<file path="config.mk">
export PLATFORM = sky130hd
export DESIGN_NAME = adder_share_arb_flat
export DESIGN_NICKNAME = d
export VERILOG_FILES = /design/src/rtl/adder_share_arb_if.sv /design/src/rtl/adder_share_arb.sv /design/src/flat_wrapper.sv
export SDC_FILE = /design/constraint.sdc
export NUM_CORES = 1
export LEC_CHECK = 0
export CAP_MARGIN = 20
export CORE_MARGIN = 2
export CORE_UTILIZATION = 46
export CTS_BUF_LIST = sky130_fd_sc_hd__clkbuf_4 sky130_fd_sc_hd__clkbuf_8 sky130_fd_sc_hd__clkbuf_16
export DETAILED_ROUTE_END_ITERATION = 10
export PLACE_DENSITY = 0.8
export RECOVER_POWER = 50
export SYNTH_ARGS = -nofsm -noshare
export SYNTH_HDL_FRONTEND = slang
export SYNTH_SLANG_ARGS = --single-unit
</file>
<file path="constraint.sdc">
create_clock -name clk -period 5.44 [get_ports clk]
set_input_delay 1.088 -clock clk [delete_from_list [all_inputs] [get_ports clk]]
set_output_delay 1.088 -clock clk [all_outputs]
set_load 0.02 [all_outputs]
</file>
<file path="src/rtl/adder_share_arb_if.sv">
// adder_share_arb_if: request/response bundle between two clients and the shared adder arbiter
interface adder_share_arb_if #(parameter int WIDTH = 8);
  logic             in_valid0, in_valid1;
  logic             in_ready0, in_ready1;
  logic [WIDTH-1:0] A0, B0, A1, B1;
  logic             Cin0, Cin1;
  logic             rsp_valid, rsp_ready, rsp_id;
  logic [WIDTH-1:0] S;
  logic             Cout, V;
  modport slave (
    input  in_valid0, in_valid1, A0, B0, A1, B1, Cin0, Cin1, rsp_ready,
    output in_ready0, in_ready1, rsp_valid, rsp_id, S, Cout, V
  );
  modport master (
    output in_valid0, in_valid1, A0, B0, A1, B1, Cin0, Cin1, rsp_ready,
    input  in_ready0, in_ready1, rsp_valid, rsp_id, S, Cout, V
  );
endinterface

</file>
<file path="src/rtl/adder_share_arb.sv">
// adder_share_arb: round-robin sharing of one ripple-carry adder between two requesters
module adder_share_arb #(parameter int WIDTH = 8) (
  input logic clk,
  input logic rst_n,
  adder_share_arb_if.slave bus
);
  typedef enum logic [1:0] {IDLE, CALC, RESP} state_t;
  state_t           state, state_n;
  logic             prio, id, op_cin, rv, cout_r, v_r;
  logic [WIDTH-1:0] op_a, op_b, s_r, sum;
  logic [WIDTH:0]   c;
  logic             gid, acc;
  assign gid = (prio ? bus.in_valid1 : bus.in_valid0) ? prio : ~prio;
  assign c[0] = op_cin;
  for (genvar i = 0; i < WIDTH; i++) begin : g_fa
    assign sum[i]   = op_a[i] ^ op_b[i] ^ c[i];
    assign c[i+1]   = (op_a[i] & op_b[i]) | (c[i] & (op_a[i] ^ op_b[i]));
  end
  always_ff @(posedge clk or negedge rst_n)
    if (!rst_n) state <= IDLE;
    else        state <= state_n;
  always_comb begin
    state_n = state == IDLE ? (acc ? CALC : IDLE) :
              state == CALC ? RESP :
              (bus.rsp_ready ? IDLE : RESP);
  end
  // in_ready is held low while in reset even though state already reads IDLE
  always_comb begin
    acc           = rst_n && state == IDLE && (bus.in_valid0 || bus.in_valid1);
    bus.in_ready0 = acc && !gid;
    bus.in_ready1 = acc && gid;
    bus.rsp_valid = rv;
    bus.rsp_id    = id;
    bus.S         = s_r;
    bus.Cout      = cout_r;
    bus.V         = v_r;
  end
  always_ff @(posedge clk or negedge rst_n) begin
    if (!rst_n) begin
      prio   <= 1'b0;
      id     <= 1'b0;
      op_a   <= '0;
      op_b   <= '0;
      op_cin <= 1'b0;
      s_r    <= '0;
      cout_r <= 1'b0;
      v_r    <= 1'b0;
      rv     <= 1'b0;
    end else if (acc) begin
      prio   <= ~gid;
      id     <= gid;
      op_a   <= gid ? bus.A1 : bus.A0;
      op_b   <= gid ? bus.B1 : bus.B0;
      op_cin <= gid ? bus.Cin1 : bus.Cin0;
    end else if (state == CALC) begin
      s_r    <= sum;
      cout_r <= c[WIDTH];
      v_r    <= (op_a[WIDTH-1] == op_b[WIDTH-1]) && (sum[WIDTH-1] != op_a[WIDTH-1]);
      rv     <= 1'b1;
    end else if (state == RESP && bus.rsp_ready) begin
      rv     <= 1'b0;
    end
  end
endmodule

</file>
<file path="src/flat_wrapper.sv">
// flat-port wrapper written by rule: the top's interface ports become plain ports
module adder_share_arb_flat 
#(parameter int WIDTH = 8)
  (clk, rst_n, bus_in_valid0, bus_in_valid1, bus_A0, bus_B0, bus_A1, bus_B1, bus_Cin0, bus_Cin1, bus_rsp_ready, bus_in_ready0, bus_in_ready1, bus_rsp_valid, bus_rsp_id, bus_S, bus_Cout, bus_V);
  adder_share_arb_if #(.WIDTH(WIDTH)) bus_i ();
  input logic clk;
  input logic rst_n;
  input wire logic [$bits(bus_i.in_valid0)-1:0] bus_in_valid0;
  input wire logic [$bits(bus_i.in_valid1)-1:0] bus_in_valid1;
  input wire logic [$bits(bus_i.A0)-1:0] bus_A0;
  input wire logic [$bits(bus_i.B0)-1:0] bus_B0;
  input wire logic [$bits(bus_i.A1)-1:0] bus_A1;
  input wire logic [$bits(bus_i.B1)-1:0] bus_B1;
  input wire logic [$bits(bus_i.Cin0)-1:0] bus_Cin0;
  input wire logic [$bits(bus_i.Cin1)-1:0] bus_Cin1;
  input wire logic [$bits(bus_i.rsp_ready)-1:0] bus_rsp_ready;
  output wire logic [$bits(bus_i.in_ready0)-1:0] bus_in_ready0;
  output wire logic [$bits(bus_i.in_ready1)-1:0] bus_in_ready1;
  output wire logic [$bits(bus_i.rsp_valid)-1:0] bus_rsp_valid;
  output wire logic [$bits(bus_i.rsp_id)-1:0] bus_rsp_id;
  output wire logic [$bits(bus_i.S)-1:0] bus_S;
  output wire logic [$bits(bus_i.Cout)-1:0] bus_Cout;
  output wire logic [$bits(bus_i.V)-1:0] bus_V;
  assign bus_i.in_valid0 = bus_in_valid0;
  assign bus_i.in_valid1 = bus_in_valid1;
  assign bus_i.A0 = bus_A0;
  assign bus_i.B0 = bus_B0;
  assign bus_i.A1 = bus_A1;
  assign bus_i.B1 = bus_B1;
  assign bus_i.Cin0 = bus_Cin0;
  assign bus_i.Cin1 = bus_Cin1;
  assign bus_i.rsp_ready = bus_rsp_ready;
  assign bus_in_ready0 = bus_i.in_ready0;
  assign bus_in_ready1 = bus_i.in_ready1;
  assign bus_rsp_valid = bus_i.rsp_valid;
  assign bus_rsp_id = bus_i.rsp_id;
  assign bus_S = bus_i.S;
  assign bus_Cout = bus_i.Cout;
  assign bus_V = bus_i.V;
  adder_share_arb #(.WIDTH(WIDTH)) u_core (.clk(clk), .rst_n(rst_n), .bus(bus_i));
endmodule
</file>
After elaboration in Yosys (flattened, before gate mapping)
Cells that the tools add are included.
{"block": "word_totals", "ramBits": 0, "latchBits": 0, "ff_bits": 32, "out_inout_bits": 14, "word_cells": 80, "rom_bits": 0, "memories": 0}
{"block": "classes", "n_eq_ne": 4, "n_div": 0, "bitwise": 43, "n_addsub": 0, "n_reduce_logical": 12, "n_shift": 0, "n_mul": 0, "magnitude_cmp": 0, "mux": 11}
{"op": "AND 1 bit", "n": 16}
{"op": "2-to-1 mux 8 bit", "n": 2}
{"op": "bitwise XOR 1 bit", "n": 16}
{"op": "bitwise OR 1 bit", "n": 8}
{"op": "logical AND 1 bit", "n": 6}
{"op": "2-to-1 mux 1 bit", "n": 6}
{"op": "2-to-1 mux 2 bit", "n": 3}
{"op": "AND reduction 2 bit", "n": 2}
{"op": "NOT 1 bit", "n": 3}
{"op": "== test 2 x 1 -> 1 bit, second input constant", "n": 1}
{"op": "== test 2 bit, second input constant", "n": 1}
{"op": "logical NOT 2 bit", "n": 1}
{"op": "nonzero test 2 bit", "n": 1}
{"op": "== test 1 bit", "n": 1}
{"op": "logical NOT 1 bit", "n": 1}
{"op": "logical OR 1 bit", "n": 1}
{"op": "!= test 1 bit", "n": 1}

Depth between registers and ports, before layout
{"block": "depth", "depth_word": 18, "ltp_mapped": 13, "depth_no_buf": 13}

Worst setup path after synthesis
Ideal clock, no wire load.
{"block": "synth_timing", "path_kind": "register -> register", "startpoint": "register u_core.op_b[0]", "endpoint": "register u_core.v_r (netlist: u_core.bus.V)", "setup_slack_ps": 1224, "setup_time_ps": 95, "period_less_slack_ps": 4216, "arrival_ps": 4121, "path_buffers": 0, "t_required_ps": 5345, "path_stages_with_launch": 14, "path_cell_list": "dfrtp_1 inv_1 fa_1 inv_1 fa_1 fa_1 fa_1 fa_1 fa_1 fa_1 inv_1 fa_1 xor2_1 o31ai_1"}
{"block": "synth_via", "elab_chain_len": 18, "word_cells_on_any_way": 19, "classes_between": "eq/ne: 1; bitwise: 17; reduce/logical: 1"}
{"element": "from (decl)", "line_no": "adder_share_arb.sv:10", "rtl": "logic [WIDTH-1:0] op_a, op_b, s_r, sum;"}
{"element": "from (signal assigned)", "line_no": "adder_share_arb.sv:53", "rtl": "op_b <= gid ? bus.B1 : bus.B0;"}
{"element": "bitwise XOR 1 bit", "line_no": "adder_share_arb.sv:17", "rtl": "assign c[i+1] = (op_a[i] & op_b[i]) | (c[i] & (op_a[i] ^ op_b[i]));"}
{"element": "AND 1 bit", "line_no": "adder_share_arb.sv:17"}
{"element": "bitwise OR 1 bit (*)", "line_no": "adder_share_arb.sv:17"}
{"element": "AND 1 bit (*)", "line_no": "adder_share_arb.sv:17"}
{"element": "bitwise OR 1 bit (*)", "line_no": "adder_share_arb.sv:17"}
{"element": "AND 1 bit (*)", "line_no": "adder_share_arb.sv:17"}
{"element": "bitwise OR 1 bit (*)", "line_no": "adder_share_arb.sv:17"}
{"element": "AND 1 bit (*)", "line_no": "adder_share_arb.sv:17"}
{"element": "[... 2 more ...]"}
{"element": "bitwise OR 1 bit (*)", "line_no": "adder_share_arb.sv:17"}
{"element": "AND 1 bit (*)", "line_no": "adder_share_arb.sv:17"}
{"element": "bitwise OR 1 bit (*)", "line_no": "adder_share_arb.sv:17"}
{"element": "AND 1 bit (*)", "line_no": "adder_share_arb.sv:17"}
{"element": "bitwise OR 1 bit (*)", "line_no": "adder_share_arb.sv:17"}
{"element": "bitwise XOR 1 bit (*)", "line_no": "adder_share_arb.sv:16", "rtl": "assign sum[i] = op_a[i] ^ op_b[i] ^ c[i];"}
{"element": "!= test 1 bit (*)", "line_no": "adder_share_arb.sv:58", "rtl": "v_r <= (op_a[WIDTH-1] == op_b[WIDTH-1]) && (sum[WIDTH-1] != op_a[WIDTH-1]);"}
{"element": "logical AND 1 bit (*)", "line_no": "adder_share_arb.sv:58"}
{"element": "to (signal assigned)", "line_no": "adder_share_arb.sv:58"}
{"element": "to (decl)", "line_no": "adder_share_arb.sv:9", "rtl": "logic prio, id, op_cin, rv, cout_r, v_r;"}
Every way passes the cells marked *; elsewhere a longest branch is shown, timed or not.
A chain may end at the register's enable or synchronous reset.

Worst setup path in the final report
Same ends and word-level chain as after synthesis.

==> impl_metrics.ini <==
[sta]
relSlewSlack_pct = -6.29
min_period_ps = 4420
slew_viol_final = 33
finalHoldViolations = 0
skew_ps = 3.47
final.period_utilization_pct = 81.2
setup_viol = 0
rsz0062_at_grt = false
worst_pin_slew_ps = 1590
fin_tns_setup_ps = 0
fmax_mhz = 226

[detailed_routing]
drc = 0
routed_wl_um = 3830
routed_via_density = 5.50
drtIter0Drc = 91
firstDrtPassIters = 4
vias = 1435
ant_nets = 0
wl_per_cell_um = 14.7

[finish]
layout-drive-gt1-share_pct = 9.30
area_growth_pct = 35.8
mostFrequentLayoutCells = clkdlybuf4s50_1 (49), dfrtp_1 (32), a21oi_1 (21), o21ai_0 (21)
diodes = 0
fin_util_pct = 66.2
layout_commonest_cell = clkdlybuf4s50_1
fin_nets = 262

[min_path]
hold_path_end = u_core.bus.Cout
hold_path_class = reg -> reg
whs_path_depth = 2
hold_start = u_core.bus.Cout

[global_routing]
grt_usage_pct = 21.2
use_met2_pct = 36.3
top_usage_layer = met2
grt_pass1_vias = 1444
grtUsageMet3_pct = 5.28
gr-total-overflow = 0
grt_max_degree = 33
grt_pass1_wl_um = 6580
antenna_found_initial = 0
grtUsageMet1_pct = 24.8

[clock_tree]
hold_buffers = 0
h-tree-depth = 2
clkTransAtPathRegs_ps = 90
clock_sinks = 32
cts_resized = 0
clk_latency_ps = 340
postCtsSetupBuffers = 0
cts-buffers-inserted = 5
cts-root-buf = clkbuf_4
cts_tree = yes
cts.path.max_buffers = 2

[pwr]
irDropWorstVdd_mv = 0.207
p_per_area_nw_per_um2 = 527
p_total_mw = 1.19
p_leak_nw = 0.928

[critical_path]
cp_max_fo = 2
rr_startpoint = u_core.op_b[0]
critPathCaptureType = flip-flop
r2r_end = u_core.bus.V
worstSetupPathType = reg -> reg
cp.arrival_ps = 4670
r2r_cells = 13
rrSetupSlack_ps = 1020
start_kind = flip-flop
cp.required_ps = 5690

[yosys]
yosys.cell_types.count = 24
synth-seq-cells = 32
synth_seq_area_share_pct = 48.1
syn_inst = 164
postSynthAreaPerCell_um2 = 10.1
synth_area_um2 = 1660
yosys_warnings = 0
syn_nets = 212

[die]
io-pin-count = 53
rows = 21
core-area_um2 = 3420
die_h_um = 64.1
initial_core_util_pct = 48.7
die_x_um = 64.1
fp.dieArea_um2 = 4110

[status]
status = complete, but fails checks
violations = capacitance limit, slew limit

[placement]
portBuffers = 52
routabilityCongestion = 0.801
post-dp-hpwl_um = 2860

[run]
maxCapViolations = 1
cells by family after synthesis:
| family | Yosys count | share of synthesized area (%) |
|---|---|---|
| flip-flops | 32 | 48.1 |
| XOR/XNOR | 1 | 0.526 |
| buffers and inverters | 21 | 6.09 |
| AO/OA/AOI/OAI | 60 | 19.5 |
| multiplexers | 7 | 4.74 |
| AND/OR/NAND/NOR | 34 | 10.7 |
| adder cells (fa/ha/maj) | 9 | 10.4 |
worst max-delay path, stage by stage, from the launching register on:
cell and delay [ps]:
dfrtp_1 400, inv_1 80, fa_1 170, inv_1 50, fa_1 440, fa_1 460
fa_1 480, fa_1 470, fa_1 460, fa_1 430, inv_1 90, fa_1 420
xor2_1 180, o31ai_1 190
flip-flops by register name, summed over array words and instances (netlist names), 2 cells and up:
| signal | count |
|---|---|
| u_core.bus.S | 8 |
| u_core.op_a | 8 |
| u_core.op_b | 8 |
| u_core.state | 2 |
synth_stat cells (all sizes together):
cell type,count,area (µm²)
dfrtp,32,801
a21oi,21,105
o21ai,21,105
a31oi,17,106
nand3,17,85.1
inv,9,33.8
buf,8,52.6
fa,8,160
mux2,7,78.8
nand2,6,25.0
nor2,5,18.8
clkbuf,4,15.0
or2,2,12.5
and2,1,6.26
ha,1,12.5
nand2b,1,6.26
nor3,1,5.00
nor3b,1,18.8
o31ai,1,7.51
xor2,1,8.76
report_power, final:
part           switching, mW  internal (mW)
Sequential            0.0887          0.354
Combinational          0.314          0.283
Clock                 0.0785         0.0736
Total                  0.481          0.710
through the flow:
step | setup WS, ps | std cells | instance area (µm²) | hold slack, ps
floorplan | 1220 | 164 | 1660 | 515
global route | 811 | 261 | 2260 | 519
finish | 1020 | 261 | 2260 | 488
detailed placement | 1020 | 253 | 2200 | 475
global placement | 1120 | 253 | 2200 | 462
CTS | 991 | 261 | 2260 | 496
how the worst max path moves through the flow:
stage                         from      endpoint  cells after the start
CTS                 u_core.op_b[0]  u_core.bus.V                     13
global route        u_core.op_b[0]  u_core.bus.V                     13
global placement    u_core.op_b[0]  u_core.bus.V                     13
floorplan           u_core.op_b[0]  u_core.bus.V                     13
finish              u_core.op_b[0]  u_core.bus.V                     13
detailed placement  u_core.op_b[0]  u_core.bus.V                     13
metal layers:
layer	vias up	wire, µm
met5	-	0
met4	0	84
met3	8	226
met2	46	1900
met1	698	1620
li1	683	-
cell type report:
cell class / instances / area (µm²)
Fill cell: 287 / 1160
Inverter: 9 / 33.8
Tap cell: 46 / 57.6
Clock buffer: 8 / 66.3
Multi-Input combinational cell: 111 / 762
Timing Repair Buffer: 55 / 539
Sequential cell: 32 / 801
Power figures use the tool's default switching activity.
